===== config.mk =====
export PLATFORM = sky130hd
export DESIGN_NAME = ones_count3_triple
export DESIGN_NICKNAME = d
export VERILOG_FILES = /design/src/rtl/ones_count3_triple.sv
export SDC_FILE = /design/constraint.sdc
export NUM_CORES = 1
export LEC_CHECK = 0
export ABC_AREA = 1
export BUFFER_PORTS_ARGS = -buffer_cell sky130_fd_sc_hd__buf_2
export CORE_AREA = 2 2 39 41
export CTS_CLUSTER_SIZE = 40
export DETAILED_ROUTE_END_ITERATION = 10
export DIE_AREA = 0 0 41 43
export PLACE_DENSITY_LB_ADDON = 0.25
export SLEW_MARGIN = 20
export SYNTH_ARGS = -nofsm -noshare
export SYNTH_HDL_FRONTEND = slang
export SYNTH_SLANG_ARGS = --single-unit

===== constraint.sdc =====
create_clock -name clk -period 0.9 [get_ports clk]
set_input_delay 0.09 -clock clk [delete_from_list [all_inputs] [get_ports clk]]
set_output_delay 0.09 -clock clk [all_outputs]
set_load 0.02 [all_outputs]

===== src/rtl/ones_count3_triple.sv =====
// ones_count3_triple: triple-redundant 3-input ones counter with cross-check and registered result
module ones_count3_triple #(
    parameter bit STICKY_ERR = 1'b1
) (
    input  logic       clk,
    input  logic       rst,
    input  logic       a,
    input  logic       b,
    input  logic       c,
    input  logic       fault_inj,
    output logic       y1,
    output logic       y0,
    output logic [1:0] y_oc,
    output logic [1:0] y_gate,
    output logic [1:0] count_q,
    output logic       mismatch
);
    logic [2:0] pd_hi;
    logic [3:0] pd_lo;
    logic       oc_hi, oc_lo;
    logic       ab, bc, ac;
    logic       mismatch_now, mismatch_d, mismatch_q;
    logic [1:0] count_d;

    assign y1 = (a & b) | (b & c) | (a & c);
    assign y0 = a ^ b ^ c;

    // each stage pulls its wired-AND net low when active; the pull-up drives 1 otherwise
    assign pd_hi = {~a & ~b, ~b & ~c, ~a & ~c};
    assign pd_lo = {~a & ~b & ~c, ~a & b & c, a & ~b & c, a & b & ~c};
    assign oc_hi = ~|pd_hi;
    assign oc_lo = ~|pd_lo;
    assign y_oc  = {oc_hi, oc_lo ^ fault_inj};

    and g_ab (ab, a, b);
    and g_bc (bc, b, c);
    and g_ac (ac, a, c);
    or  g_y1 (y_gate[1], ab, bc, ac);
    xor g_y0 (y_gate[0], a, b, c);

    always_comb begin
        mismatch_now = (y_oc != y_gate) | (y_gate != {y1, y0});
        count_d      = {y1, y0};
        mismatch_d   = STICKY_ERR ? (mismatch_q | mismatch_now) : mismatch_now;
    end

    always_ff @(posedge clk or posedge rst) begin
        if (rst) begin
            count_q    <= 2'b00;
            mismatch_q <= 1'b0;
        end else begin
            count_q    <= count_d;
            mismatch_q <= mismatch_d;
        end
    end

    assign mismatch = mismatch_q;
endmodule


==> results of run 1 <==
[worst min path at each step]
stage / to / start / slack, ns / depth (start not counted)
after detailed placement: mismatch / rst / -0.04 / 2
after global placement: count_q[1] / rst / -0.04 / 2
after CTS: mismatch / fault_inj / 0.19 / 4
final: count_q[1] / c / 0.20 / 2
after floorplan: count_q[0] / rst / -0.16 / 1
after global routing: count_q[1] / c / 0.21 / 2
[metal layers]
metal,track usage (%),share of wire (%),vias to the layer above
met5,0,0,-
met4,4.00,0,0
met3,3.14,5.9,0
met2,9.06,56,8
met1,5.84,38,114
li1,-,-,123
[metrics by stage]
step	power [mW]	std cells	hold WS (ns)	area, um^2
floorplan	0.289	31	-0.156	265
global placement	0.336	59	-0.0413	340
detailed placement	0.335	59	-0.0383	340
CTS	0.620	64	0.191	419
global route	0.657	64	0.208	435
finish	0.612	64	0.200	435
[worst reg2reg max path: cells and delay by family, from the launching register on]
kind,cells,cell delay (ns)
AND/OR/NAND/NOR,1,0.07
buffers and inverters,1,0.05
flip-flops,1,0.36
[cell usage in the layout, fill, tap and decap left out]
master         n
buf_2          8
buf_4          1
buf_6          5
buf_8          1
clkbuf_1       1
clkbuf_4       3
dfrtp_1        3
dlygate4sd3_1  1
fa_2           1
ha_1           2
ha_2           2
inv_1          6
inv_2          2
nand2_1        1
nand2_2        4
nand3_1        3
nand3_2        2
nand3b_1       1
nor2_2         1
[registers in the layout (all words and copies together), names as in the netlist]
register and count:
mismatch 1, count_q 2
[repair_timing]
action | 4_1_cts | 5_1_grt
pin swaps | 1 | 4
hold buffers | 1 | 0
setup endpoints to repair | 6 | 4
endpoints found under the hold margin | 3 | 0
resized for setup | 13 | 7
gates cloned | 0 | 0
[cell families after synthesis]
logic type	count (synthesis)
fa+ha+maj	5
simple gates	12
buf+inv	11
flops	3
[power breakdown]
part / leakage (nW) / internal (mW) / switching, mW / total (mW)
combinational: 0.182 / 0.106 / 0.126 / 0.232
sequential: 0.0321 / 0.146 / 0.00170 / 0.147
clock: 0.0150 / 0.166 / 0.0667 / 0.233
[final cells by class]
cell class,instances,area [um^2],area share (%)
Tap cell,16,20.0,4.60
Sequential cell,3,75.1,17.2
Clock buffer,4,26.3,6.03
Timing Repair Buffer,16,129,29.6
Multi-Input combinational cell,17,155,35.6
Inverter,8,30.0,6.90
==> summary.md, run 1 <==
| Metric | Value |
|---|---|
| CP max stage cell | fa_2 |
| H-tree Lvls | 1 |
| First-pass GRT wire length | 690 um |
| Final min period | 1.03 ns |
| Reg clk slew, reported paths | 0.03 ns |
| Unrepaired setup endpoints after global routing | yes |
| Max VDD drop | 0.000408 V |
| Cell variety after synth | 10 |
| Complex-gate fraction of the synthesized area | 0% |
| Core ar. | 0.00138 mm^2 |
| Number of I/O pins | 15 |
| Worst Max-Slew Pin Slew | 0.119 ns |
| Status | finished with violations |
| Layout cell share with drive strength beyond 1 | 62.5% |
| # fillers | 163 |
| Max incr delay on CP | 0.61 ns |
| Layout area overhead | 65.7% |
| 1st-iter DRT viols | 0 |
| TritonCTS clock tree | built |
| Hpwl dp | 405 um |
| Reg2Reg Setup Slack | 0.30 ns |
| Final setup TNS | -0.319 ns |
| Post-Synth Adder-Cell Area | 26.7% |
| Worst setup path endpoint | y0 |
| Synth Area in Simple Gates | 24.8% |
| Die width | 41 um |
| CP arrival | 0.94 ns |
| Async S/R FF share, synth | 100% |
| Synthesized area per cell | 8.48 um^2 |
| HP Class | in2reg |
| FMAX | 0.973 GHz |
| Post-placement setup slack | -0.245 ns |
| Post-route core utilization | 31.5% |
| Seq cells post-synth | 3 |
| Final setup viols | 3 |
| Crit share post-route | 114% |
| Critical Path Start | c |
| Area contributors post-synth | dfrtp_1 (29%), ha_1 (19%), inv_1 (11%) |
| Failing checks | negative setup slack |
| Critical path's top delay family | adder cells |
| Worst setup margin | -0.128 ns |
| NumNets Final | 60 |
| CP bufs+invs | 2 |
| CTS Buffer Depth | 2 |
| Hold Fails Final Rpt | 0 |
| Worst flop-to-flop path startpoint | mismatch |
| DRT Pass-1 Iters | 1 |
| Crit path capture type | output port |
| RePlAce Congestion | 0.628 |
| IO Port Bufs | 14 |
| Post-synth EDFFs | 0 |
| WP data required | 0.81 ns |
| Mapped Nets | 42 |
| Yosys warning count | 0 |
| Post-DRT Antenna Nets | 0 |
| # Post-CTS Setup Buffers | 0 |
| Multiplexer share of the synthesized area | 0% |
| Cell Chain, Critical Path | buf_8 -> fa_2 -> buf_6 |
| Total track usage | 5.94% |
| Worst skew pair latency | 0.23 ns |
| Num CTS Buffers | 3 |
| Wire per inst | 7.94 um |
| Critical Path Start Type | input pin |
| Max-Cap Viols | 0 |
| Pin count of the biggest net entering global routing | 6 |
| Count leader, synth | inv_1 |
| Clk_skew | 0 ns |
| Synth Flop Type | dfrtp_1 |
| Via density | 3.83 |
| Row count | 14 |
| Initial Util | 19.0% |
| Grt total ovfl | 0 |
| Critical path depth in cells | 3 |
| P per Cell Area | 1400 mW/mm^2 |
| Relative max-transition margin | 92.1% |
| DR DRC count | 0 |
| Proportion of netlist area held by the largest area contributor | 28.6% |
| Slew Limit Fails | 0 |
| Vias in the first global route | 204 |
| Worst Reg-to-Reg Cells | 2 |
| CTS Sinks | 3 |
| Die area | 0.00176 mm^2 |
| Largest family of logic cells by synthesized area | adder cells |
| FF-to-FF End | mismatch |
| Most area-hungry cell type in the Yosys netlist | dfrtp_1 |
| Vias | 245 |
| Initial antenna violation count | 0 |
| Synth Area in XOR/XNOR | 0% |
| Post-synthesis sequential area ratio | 28.6% |
| Die Ht | 43 um |
| Clock tree root driver cell | clkbuf_4 |
| ANT cells | 0 |
| Max Fanout on Critical Path | 5 |
| Kind of critical path | in2out |
| Leak Pwr | 0.229 nW |
| Synthesized instance count | 31 |
| Mapped Area | 263 um^2 |
| Drt total wl | 508 um |
| Post-synth top cells | inv_1 (8), nand3_1 (5), ha_1 (4) |
Power figures use the tool's default switching activity.
==> inputs of run 2 (changes only) <==
CTS_BUF_LIST = sky130_fd_sc_hd__clkbuf_2 sky130_fd_sc_hd__clkbuf_4 sky130_fd_sc_hd__clkbuf_8   (was default)
MAX_ROUTING_LAYER = met4   (was default)
==> summary.md, run 2 (synthesis gave the netlist of run 1 again) <==
| Metric | Value |
|---|---|
| Leak Pwr | 0.232 nW (was 0.229 nW) |
| Finished Layout Cells | 64 (unchanged) |
| Wire per inst | 7.88 um (was 7.94 um) |
| Crit path capture type | output port (unchanged) |
| CTS Buffer Depth | 2 (unchanged) |
| Most common cell after layout, fill and taps aside | buf_2 (unchanged) |
| Unrepaired setup endpoints after global routing | yes (unchanged) |
| Final min period | 1.03 ns (about the same) |
| H-tree Lvls | 1 (unchanged) |
| Hold Slack | 0.202 ns (was 0.200 ns) |
| Dpl cells | 59 (unchanged) |
| Vias | 246 (was 245) |
| Largest Register | count_q (unchanged) |
| Row count | 14 (unchanged) |
| Pin count of the biggest net entering global routing | 6 (unchanged) |
| Hpwl dp | 405 um (unchanged) |
| Cell area after placement | 340 um^2 (unchanged) |
| Worst skew pair latency | 0.23 ns (about the same) |
| Reg clk slew, reported paths | 0.03 ns (about the same) |
| Drt total wl | 504 um (was 508 um) |
| Vias in the first global route | 202 (was 204) |
| HP Class | in2reg (unchanged) |
| Status | finished with violations (unchanged) |
| Critical Path Start Type | input pin (unchanged) |
| Post-placement setup slack | -0.245 ns (unchanged) |
| Post-route core utilization | 31.7% (was 31.5%) |
| Layout area overhead | 67.1% (was 65.7%) |
| Final setup TNS | -0.319 ns (about the same) |
| RePlAce Congestion | 0.633 (was 0.628) |
| ANT cells | 0 (unchanged) |
| Layout cell share with drive strength beyond 1 | 64.6% (was 62.5%) |
| Slew Limit Fails | 0 (unchanged) |
| Clk_skew | 0 ns (unchanged) |
| Hold Fails Final Rpt | 0 (unchanged) |
| Design area | 439 um^2 (was 435 um^2) |
| Die area | 0.00176 mm^2 (unchanged) |
| Max VDD drop | 0.000474 V (was 0.000408 V) |
| First-pass GRT wire length | 676 um (was 690 um) |
| Final setup viols | 3 (unchanged) |
| # Post-CTS Setup Buffers | 0 (unchanged) |
| Power, Total | 640 uW (was 612 uW) |
| FMAX | 0.973 GHz (about the same) |
| Relative max-transition margin | 92.1% (about the same) |
| Max-Cap Viols | 0 (unchanged) |
| DR DRC count | 0 (unchanged) |
| Kind of critical path | in2out (unchanged) |
| Core ar. | 0.00138 mm^2 (unchanged) |
| Crit share post-route | 114% (about the same) |
| WP data required | 0.81 ns (about the same) |
| TritonCTS clock tree | built (unchanged) |
| Number of I/O pins | 15 (unchanged) |
| Worst Max-Slew Pin Slew | 0.119 ns (about the same) |
| 1st-iter DRT viols | 0 (unchanged) |
| DRT Pass-1 Iters | 1 (unchanged) |
| Most frequent cells in the layout | buf_2 (8), inv_1 (6), buf_6 (5), nand2_2 (4), clkbuf_4 (4) (was buf_2 (8), inv_1 (6), buf_6 (5), nand2_2 (4)) |
| Worst setup margin | -0.127 ns (was -0.128 ns) |
| Initial antenna violation count | 0 (unchanged) |
| Die Ht | 43 um (unchanged) |
| Max Fanout on Critical Path | 5 (unchanged) |
| Max FFs per register | 2 (unchanged) |
| Num CTS Buffers | 3 (unchanged) |
| CTS Sinks | 3 (unchanged) |
| Grt total ovfl | 0 (unchanged) |
| CP arrival | 0.94 ns (about the same) |
| Die width | 41 um (unchanged) |
| Failing checks | negative setup slack (unchanged) |
| IO Port Bufs | 14 (unchanged) |
| Total track usage | 5.78% (was 5.94%) |
| P per Cell Area | 1460 mW/mm^2 (was 1400 mW/mm^2) |
| Initial Util | 19.0% (unchanged) |
| Post-DRT Antenna Nets | 0 (unchanged) |
| NumNets Final | 60 (unchanged) |
| Via density | 3.84 (was 3.83) |
| Clock tree root driver cell | clkbuf_4 (unchanged) |
[run 2: cell counts in the layout (fill, tap and decap cells not counted)]
Identical to the previous run, type by type.
[run 2: repair_timing]
| item | CTS | global route |
|---|---|---|
| endpoints found under the hold margin | 3 | 0 |
| pin swaps | 1 | 4 |
| hold buffers | 1 | 0 |
| endpoints found under the setup margin | 7 | 4 |
| gates resized for setup | 13 | 7 |
[run 2: final cells by class]
cell class / instances / area, um^2
inverter: 8 / 30.0
sequential: 3 / 75.1
fill: 164 / 945
timing repair buffer: 16 / 129
tap: 16 / 20.0
clock buffer: 4 / 30.0
multi-input combinational: 17 / 155
[run 2: worst max-delay path: stages]
cell and delay [ns]:
buf_8 0.10, fa_2 0.61, buf_6 0.13
[run 2: power breakdown]
part | internal, mW | leakage, nW | switching (mW)
Combinational | 0.106 | 0.182 | 0.126
Sequential | 0.146 | 0.0321 | 0.00170
Clock | 0.196 | 0.0184 | 0.0655
[run 2: final timing paths]
kind,cells after the start,slack (ns),end,startpoint
min in group asynchronous,3,0.26,mismatch,rst
max,3,-0.13,y0,c
min,2,0.20,count_q[1],c
max reg2reg,2,0.30,mismatch,mismatch
min reg2reg,2,0.47,mismatch,mismatch
max in group asynchronous,3,0.50,count_q[1],rst
[run 2: routing by layer]
layer	GRT usage (%)	vias to the layer above	routed length [um]
met5	-	-	0
met4	2.00	0	0
met3	3.14	0	30
met2	9.06	8	281
met1	5.84	115	191
li1	-	123	-
